--- src/rtl/uart_pkg.sv ---
// ============================================================================
// Package     : uart_pkg
// Description : Shared state encoding, parity constants and configuration
//               record for the UART transmit controller.
// Revision    : 1.0 - initial release
// ============================================================================
`timescale 1ns/1ps
`default_nettype none

package uart_pkg;

  localparam logic PAR_EVEN = 1'b0;
  localparam logic PAR_ODD  = 1'b1;

  typedef enum logic [2:0] {
    IDLE   = 3'd0,
    START  = 3'd1,
    DATA   = 3'd2,
    PARITY = 3'd3,
    STOP   = 3'd4
`ifdef UART_TX_STOP2_EN
    , STOP2 = 3'd5
`endif
  } tx_state_e;

  // Per-frame configuration captured when a frame is accepted.
  typedef struct packed {
    logic par_en;
    logic par_typ;
  } tx_cfg_t;

endpackage : uart_pkg

`default_nettype wire

--- src/rtl/uart_parity_calc.sv ---
// ============================================================================
// Module      : uart_parity_calc
// Description : Combinational parity bit for one payload word (even/odd).
// Revision    : 1.0 - initial release
// ============================================================================
`timescale 1ns/1ps
`default_nettype none

module uart_parity_calc
  import uart_pkg::*;
#(
  parameter int DATA_WIDTH = 8
) (
  input  logic [DATA_WIDTH-1:0] P_DATA,
  input  logic                  PAR_TYP,
  output logic                  par_bit
);

  assign par_bit = (^P_DATA) ^ (PAR_TYP == PAR_ODD);

endmodule : uart_parity_calc

`default_nettype wire

--- src/rtl/uart_tx_ctrl.sv ---
// ============================================================================
// Module      : uart_tx_ctrl
// Description : UART transmit framing FSM (start/data/parity/stop) driving an
//               external serializer. Macro UART_TX_STOP2_EN adds a 2nd stop bit.
// Revision    : 1.0 - initial release
// ============================================================================
`timescale 1ns/1ps
`default_nettype none

module uart_tx_ctrl
  import uart_pkg::*;
#(
  parameter int DATA_WIDTH = 8
) (
  input  logic                  CLK,
  input  logic                  RST,
  input  logic [DATA_WIDTH-1:0] P_DATA,
  input  logic                  Data_Valid,
  input  logic                  PAR_EN,
  input  logic                  PAR_TYP,
  input  logic                  Ser_Data,
  input  logic                  Ser_Done,
  output logic                  Ser_Enable,
  output logic                  BUSY,
  output logic                  TX_OUT
);

  tx_state_e state_q, state_d;
  logic      par_q, par_d;
  tx_cfg_t   cfg_q, cfg_d;
  logic      w_par_typ_sel;
  logic      w_par_bit;

  // Outside IDLE the calculator sees the frame's own parity type.
  assign w_par_typ_sel = (state_q == IDLE) ? PAR_TYP : cfg_q.par_typ;

  uart_parity_calc #(
    .DATA_WIDTH (DATA_WIDTH)
  ) u_parity (
    .P_DATA  (P_DATA),
    .PAR_TYP (w_par_typ_sel),
    .par_bit (w_par_bit)
  );

  always_ff @(posedge CLK or negedge RST) begin
    if (!RST) begin
      state_q <= IDLE;
      par_q   <= 1'b0;
      cfg_q   <= '0;
    end else begin
      state_q <= state_d;
      par_q   <= par_d;
      cfg_q   <= cfg_d;
    end
  end

  always_comb begin
    state_d = state_q;
    par_d   = par_q;
    cfg_d   = cfg_q;
    case (state_q)
      IDLE: begin
        if (Data_Valid) begin
          state_d       = START;
          par_d         = w_par_bit;
          cfg_d.par_en  = PAR_EN;
          cfg_d.par_typ = PAR_TYP;
        end
      end
      START:  state_d = DATA;
      DATA: begin
        if (Ser_Done) begin
          state_d = cfg_q.par_en ? PARITY : STOP;
        end
      end
      PARITY: state_d = STOP;
`ifdef UART_TX_STOP2_EN
      STOP:   state_d = STOP2;
      STOP2:  state_d = IDLE;
`else
      STOP:   state_d = IDLE;
`endif
      default: state_d = IDLE;
    endcase
  end

  always_comb begin
    TX_OUT     = 1'b1;
    BUSY       = 1'b0;
    Ser_Enable = 1'b0;
    case (state_q)
      START: begin
        TX_OUT = 1'b0;
        BUSY   = 1'b1;
      end
      DATA: begin
        TX_OUT     = Ser_Data;
        BUSY       = 1'b1;
        Ser_Enable = 1'b1;
      end
      PARITY: begin
        TX_OUT = par_q;
        BUSY   = 1'b1;
      end
`ifdef UART_TX_STOP2_EN
      STOP, STOP2: begin
`else
      STOP: begin
`endif
        TX_OUT = 1'b1;
        BUSY   = 1'b1;
      end
      default: begin
        TX_OUT     = 1'b1;
        BUSY       = 1'b0;
        Ser_Enable = 1'b0;
      end
    endcase
  end

endmodule : uart_tx_ctrl

`default_nettype wire

--- config.mk ---
export PLATFORM = sky130hd
export DESIGN_NAME = uart_tx_ctrl
export DESIGN_NICKNAME = d
export VERILOG_FILES = /design/src/rtl/uart_pkg.sv /design/src/rtl/uart_parity_calc.sv /design/src/rtl/uart_tx_ctrl.sv
export SDC_FILE = /design/constraint.sdc
export NUM_CORES = 1
export LEC_CHECK = 0
export CORE_AREA = 2 2 39 41
export CTS_CLUSTER_DIAMETER = 50
export CTS_CLUSTER_SIZE = 24
export DETAILED_ROUTE_END_ITERATION = 8
export DIE_AREA = 0 0 41 43
export PLACE_DENSITY = 0.61
export RECOVER_POWER = 25
export SETUP_SLACK_MARGIN = 0.2
export SYNTH_ARGS = -nofsm -noshare
export SYNTH_HDL_FRONTEND = slang
export SYNTH_SLANG_ARGS = --single-unit
--- constraint.sdc ---
create_clock -name CLK -period 1.8 [get_ports CLK]
set_clock_uncertainty 0.15 [all_clocks]
set_input_delay 0.36 -clock CLK [delete_from_list [all_inputs] [get_ports CLK]]
set_output_delay 0.36 -clock CLK [all_outputs]
set_load 0.02 [all_outputs]
==> reports/results.tsv, run 1 <==
metric	value	unit
syn_area_per_cell	10.3	µm²
die_h	43	µm
start_util	25.9	%
htreeDepth	1	
clkLatencyLatePin	0.24	ns
fin_crit_sh	89.6	%
synth_common_cells	5 x dfrtp_1, 5 x xnor2_1, 4 x a21oi_1, 3 x nand2_1, 3 x nor2_1	
drt-pass1-iter-count	2	
rsz0062_at_grt	true	
worstPathMaxFanout	1	
min_period	1.61	ns
area_growth_syn_to_layout	69.7	%
viasPerCell	4.16	
placementRows	14	
cts_tree	built	
tns	0	ns
final_nets	75	
cts-root-buf	clkbuf_4	
grt_pass1_wl	1150	µm
synth_nets	50	
cap_violations	0	
gr-total-overflow	0	
antenna_found_initial	0	
vias	312	
drv_slew	0	
synth_edf_count	0	
dp_cells	71	
required	1.29	ns
hpwl	639	µm
drt.antenna.violating_nets	0	
ys_async_sr_fraction	100	%
synth_top_area_cell	dfrtp_1	
dieArea	0.00176	mm²
place_congestion	0.657	
cts_buffers	3	
synth_cell_types	18	
die_x	41	µm
hold_viol	0	
post-cts-setup-buffers	0	
synth_area	359	µm²
yosysTopAreaCellShare	34.8	%
numClockSinks	5	
grt_max_degree	6	
core_area	0.00138	mm²
finalNonFillerCells	75	
grtUsageTotal	10.1	%
criticalPathCategory	input pin to primary output	
drcViolationCount	0	
worst_slew_pin_slew	0.312	ns
clockBufferDepth	2	
cp-end-kind	primary output	
rr_worst_depth	3	
fmax	620	MHz
synth_ff_type	dfrtp_1	
io_buffers	17	
ir_drop	0.375	mV
fillCellCount	145	
finalSetupViolations	0	
worst_setup_path_start_kind	input pin	
ios	18	
total_leakage_power	0.000279	µW
status	complete, no violations	
layout-drive-gt1-share	28.8	%
initialDrtViolationCount	2	
synth.area.top_cells	dfrtp_1 35%, xnor2_1 12%, xnor2_4 7.7%, nor4b_4 6.6%, xnor3_1 6.3%	
syn_inst	35	
avgRoutedWirePerCell	9.59	µm
grt_pass1_vias	319	
yosysSeqAreaShare	34.8	%
ys_seq_elements	5	
insertedDiodeCount	0	
clk_pin_slew_worst_paths	0.04	ns
power.density	1390	mW/mm²
cp.arrival	1.10	ns
hold_class	input pin to async pin	
wl	719	µm
slew_headroom	79.1	%
holdBufCountCts	0	
yosysWarningCount	0	
-- cell type report --
| class | instances | area, µm² | area share (%) |
|---|---|---|---|
| Clock buffer | 4 | 26.3 | 4.31 |
| Tap cell | 16 | 20.0 | 3.29 |
| Inverter | 2 | 7.51 | 1.23 |
| Timing Repair Buffer | 21 | 189 | 31.0 |
| Sequential cell | 5 | 125 | 20.5 |
| Multi-Input combinational cell | 27 | 241 | 39.6 |
-- critical path, cell delays in order --
cell and delay (ns):
clkdlybuf4s50_1 0.41, o21ai_2 0.13, nand2b_1 0.07, buf_6 0.13
-- routing by layer --
metal / wire length (µm) / track usage, %
met4: 0 / 6.00
met2: 410 / 16.3
met1: 267 / 10.9
met5: 0 / 0
met3: 41 / 3.14
-- cells in the final DEF (no fill, tap or decap), drive strengths merged --
cell and instances:
buf 7, xnor2 6, dfrtp 5, clkdlybuf4s50 5, a21oi 4, clkdlybuf4s15 4, dlygate4sd2 4, clkbuf 4
nor2 3, nand2 3, nor3 2, nand2b 2, o21ai 2, inv 2, xnor3 1, xor2 1
nor4b 1, mux2 1, and3 1, dlygate4sd3 1
-- timing repair --
| item | in CTS | in global routing |
|---|---|---|
| gates resized for setup | 23 | 8 |
| pin swaps | 6 | 7 |
| setup endpoints to repair | 4 | 4 |
-- worst paths after layout --
path	endpoint	startpoint	slack, ns
setup / recovery	TX_OUT	Ser_Data	0.19
hold / removal	state_q[0]$_DFFE_PN0P_	RST	0.26
setup reg to reg	par_q$_DFFE_PN0P_	state_q[2]$_DFFE_PN0P_	0.27
hold reg to reg	par_q$_DFFE_PN0P_	par_q$_DFFE_PN0P_	0.37
max in group asynchronous	state_q[1]$_DFFE_PN0P_	RST	1.06
min in group CLK	par_q$_DFFE_PN0P_	par_q$_DFFE_PN0P_	0.37
-- metrics by stage --
step | cell area (µm²) | hold slack, ns | utilization (%) | worst slack [ns] | power, µW
after floorplan | 359 | -0.0856 | - | 0.259 | 501
after global placement | 576 | 0.351 | 41.6 | -0.243 | 715
after detailed placement | 576 | 0.364 | 41.6 | -0.249 | 724
after CTS | 586 | 0.184 | 42.3 | 0.137 | 805
after global routing | 609 | 0.280 | 44.0 | 0.133 | 913
final | 609 | 0.256 | 44.0 | 0.187 | 848
-- report_power, final --
| group | total, µW | internal (µW) | switching (µW) |
|---|---|---|---|
| Combinational | 514 | 276 | 238 |
| Clock | 125 | 83.5 | 41.5 |
| Sequential | 209 | 164 | 44.4 |
-- state kept, by name (all words and copies together), names as in the netlist --
| signal | flops |
|---|---|
| state_q | 3 |
| cfg_q | 1 |
| par_q | 1 |
-- cell families (layout without fill, tap and decap cells) --
group / Yosys count / after routing / synth area share [%]
simple gates: 12 / 12 / 20.9
xor+xnor: 8 / 8 / 28.6
compound gates: 6 / 6 / 8.36
flops: 5 / 5 / 34.8
buf+inv: 3 / 27 / 3.13
mux: 1 / 1 / 4.18
(Power assumes the default switching activity.)
==> run 2, diff against run 1 <==
--- a/config.mk
+++ b/config.mk
@@ -5,6 +5,7 @@
 export SDC_FILE = /design/constraint.sdc
 export NUM_CORES = 1
 export LEC_CHECK = 0
+export CAP_MARGIN = 20
 export CORE_AREA = 2 2 39 41
 export CTS_CLUSTER_DIAMETER = 50
 export CTS_CLUSTER_SIZE = 24
@@ -12,7 +13,6 @@
 export DIE_AREA = 0 0 41 43
 export PLACE_DENSITY = 0.61
 export RECOVER_POWER = 25
-export SETUP_SLACK_MARGIN = 0.2
 export SYNTH_ARGS = -nofsm -noshare
 export SYNTH_HDL_FRONTEND = slang
 export SYNTH_SLANG_ARGS = --single-unit
==> run 2 against run 1 <==
Sequential cell count stayed put. Count of clock-buffer cells in the layout unchanged. First-iteration DRC count unchanged. Fmax shrank 7.4%. Register-to-register slack better by 0.02 ns. Routed wire length decreased by 0.28%. Sequential share of layout area up 0.21 points. Non-clock buffer count is the same. Critical path type is now input pin to flop. Largest power group unchanged.
==> reports/results.tsv, run 2 (synthesis results as in run 1) <==
metric	value	unit	change
rrSetupSlack	0.29	ns	+0.02 ns
wl	717	µm	-0.28%
hold_viol	0		unchanged
insertedDiodeCount	0		unchanged
hpwl	639	µm	unchanged
cp-endpoint	par_q$_DFFE_PN0P_		
fin_crit_sh	96.7	%	+7.1 points
cts_tree	built		
reg_top3	state_q x3, cfg_q x1, par_q x1		
top_register	state_q		
slew_headroom	75.6	%	-3.5 points
ios	18		unchanged
required	1.77	ns	+0.48 ns
hold_class	input pin to async pin		
layout-drive-gt1-share	20.3	%	-8.5 points
final_cell_mix	10 x clkdlybuf4s50_1, 5 x xnor2_1, 5 x dfrtp_1, 4 x a21oi_1, 4 x buf_4		
dieArea	0.00176	mm²	unchanged
holdBufCountCts	0		unchanged
grt_pass1_wl	1130	µm	-1.8%
post-cts-setup-buffers	0		unchanged
drcViolationCount	0		unchanged
path_buf_inv	1		-1
drt.antenna.violating_nets	0		unchanged
criticalPathCategory	input pin to flop		
gr-total-overflow	0		unchanged
cp-end-kind	flop		
power.density	1330	mW/mm²	-4.0%
fillCellCount	136		-6.2%
cts_buffers	3		unchanged
cts-root-buf	clkbuf_4		
status	complete, no violations		
grt_max_degree	6		unchanged
die_x	41	µm	unchanged
viasPerCell	4.15		-0.32%
grt_pass1_vias	321		+0.63%
max_stage_delay	0.47	ns	+0.06 ns
die_h	43	µm	unchanged
worstPathMaxFanout	1		unchanged
largest_reg_flops	3		unchanged
avgRoutedWirePerCell	9.56	µm	-0.28%
crit_slowest_cell	clkdlybuf4s50_1		
cp.arrival	1.71	ns	+0.61 ns
area_growth_syn_to_layout	67.9	%	
clk_pin_slew_worst_paths	0.04	ns	about the same
path_cells	clkdlybuf4s50_1 > xnor2_1 > xnor3_1 > xnor2_1 > mux2_4		
fin_util	43.6	%	-0.45 points
clockBufferDepth	2		unchanged
ir_drop	0.374	mV	-0.20%
place_congestion	0.657		unchanged
cap_violations	0		unchanged
drt-pass1-iter-count	2		unchanged
final_nets	75		unchanged
drv_slew	0		unchanged
vias	311		-0.32%
fmax	574	MHz	-7.4%
finalSetupViolations	0		unchanged
cpLargestDelayFamily	XOR/XNOR gates		
start_util	25.9	%	unchanged
crit_start	P_DATA[6]		
io_buffers	17		unchanged
worst_setup_path_start_kind	input pin		
final_common_cell	clkdlybuf4s50_1		
total_leakage_power	0.000292	µW	+4.7%
core_area	0.00138	mm²	unchanged
worstSetupPathDepth	5		+1
initialDrtViolationCount	2		unchanged
grtUsageTotal	9.93	%	-0.20 points
numClockSinks	5		unchanged
htreeDepth	1		unchanged
clkLatencyLatePin	0.24	ns	about the same
rsz0062_at_grt	false		
r2r-end	par_q$_DFFE_PN0P_		
worst_slew_pin_slew	0.364	ns	+0.0527 ns
min_period	1.74	ns	+0.128 ns
crit_top_cell	xnor2_1		
rr_worst_depth	3		unchanged
antenna_found_initial	0		unchanged
r2r_start	state_q[1]$_DFFE_PN0P_		
tns	0	ns	unchanged
placementRows	14		unchanged
-- run 2: changes by cell type in the layout (fill, tap and decap cells not counted), sizes merged --
cell / before / now
dlymetal6s2s: 0 / 3
clkbuf: 4 / 5
buf: 7 / 4
dlygate4sd2: 4 / 1
clkdlybuf4s50: 5 / 10
clkdlybuf4s15: 4 / 1
-- run 2: how the worst min path moves through the flow --
stage                                   to  slack [ns]  cells past startpoint
finish              state_q[0]$_DFFE_PN0P_        0.26                      1
detailed placement       par_q$_DFFE_PN0P_        0.36                      1
global route        state_q[0]$_DFFE_PN0P_        0.28                      1
floorplan             cfg_q[1]$_DFFE_PN0P_       -0.09                      0
CTS                 state_q[0]$_DFFE_PN0P_        0.18                      1
global placement         par_q$_DFFE_PN0P_        0.35                      1
-- run 2: what timing repair did --
action                                  CTS  global route
pin swaps                                 0             4
resized for setup                         4             5
endpoints found under the setup margin    3             3
-- run 2: through the flow --
stage                     hold slack (ns)  std cells  instance area (µm²)  worst slack [ns]  power [µW]
after floorplan                   -0.0856         35                  359             0.259         501
after global placement              0.351         71                  576            -0.243         715
after detailed placement            0.364         71                  576            -0.249         724
after CTS                           0.184         75                  599           0.00237         824
after global routing                0.280         75                  603           0.00947         867
final                               0.255         75                  603            0.0593         805
-- run 2: layout make-up --
type / count / area (µm²) / area share [%]
Multi-Input combinational cell: 27 / 223 / 36.9
Timing Repair Buffer: 21 / 201 / 33.4
Inverter: 2 / 7.51 / 1.24
Sequential cell: 5 / 125 / 20.7
Clock buffer: 4 / 26.3 / 4.36
Tap cell: 16 / 20.0 / 3.32
-- run 2: power by group --
| group | internal, µW | switching, µW | leakage (µW) |
|---|---|---|---|
| logic | 249 | 228 | 0.000214 |
| clock network | 83.5 | 41.6 | 0.0000150 |
| registers | 164 | 38.4 | 0.0000632 |
| total | 497 | 308 | 0.000292 |
-- run 2: per-layer routing --
layer	global-route usage, %	vias to the layer above	part of all wire [%]
met1	9.93	143	38
met4	6.00	0	0
met3	3.14	0	5.7
li1	-	162	-
met5	0	-	0
met2	16.6	6	56
==> run 3, diff against run 2 <==
--- a/config.mk
+++ b/config.mk
@@ -5,7 +5,7 @@
 export SDC_FILE = /design/constraint.sdc
 export NUM_CORES = 1
 export LEC_CHECK = 0
-export CAP_MARGIN = 20
+export CAP_MARGIN = 25
 export CORE_AREA = 2 2 39 41
 export CTS_CLUSTER_DIAMETER = 50
 export CTS_CLUSTER_SIZE = 24
==> results of run 3 <==
The final DEF is identical to that of run 2; final timing and power are the same.
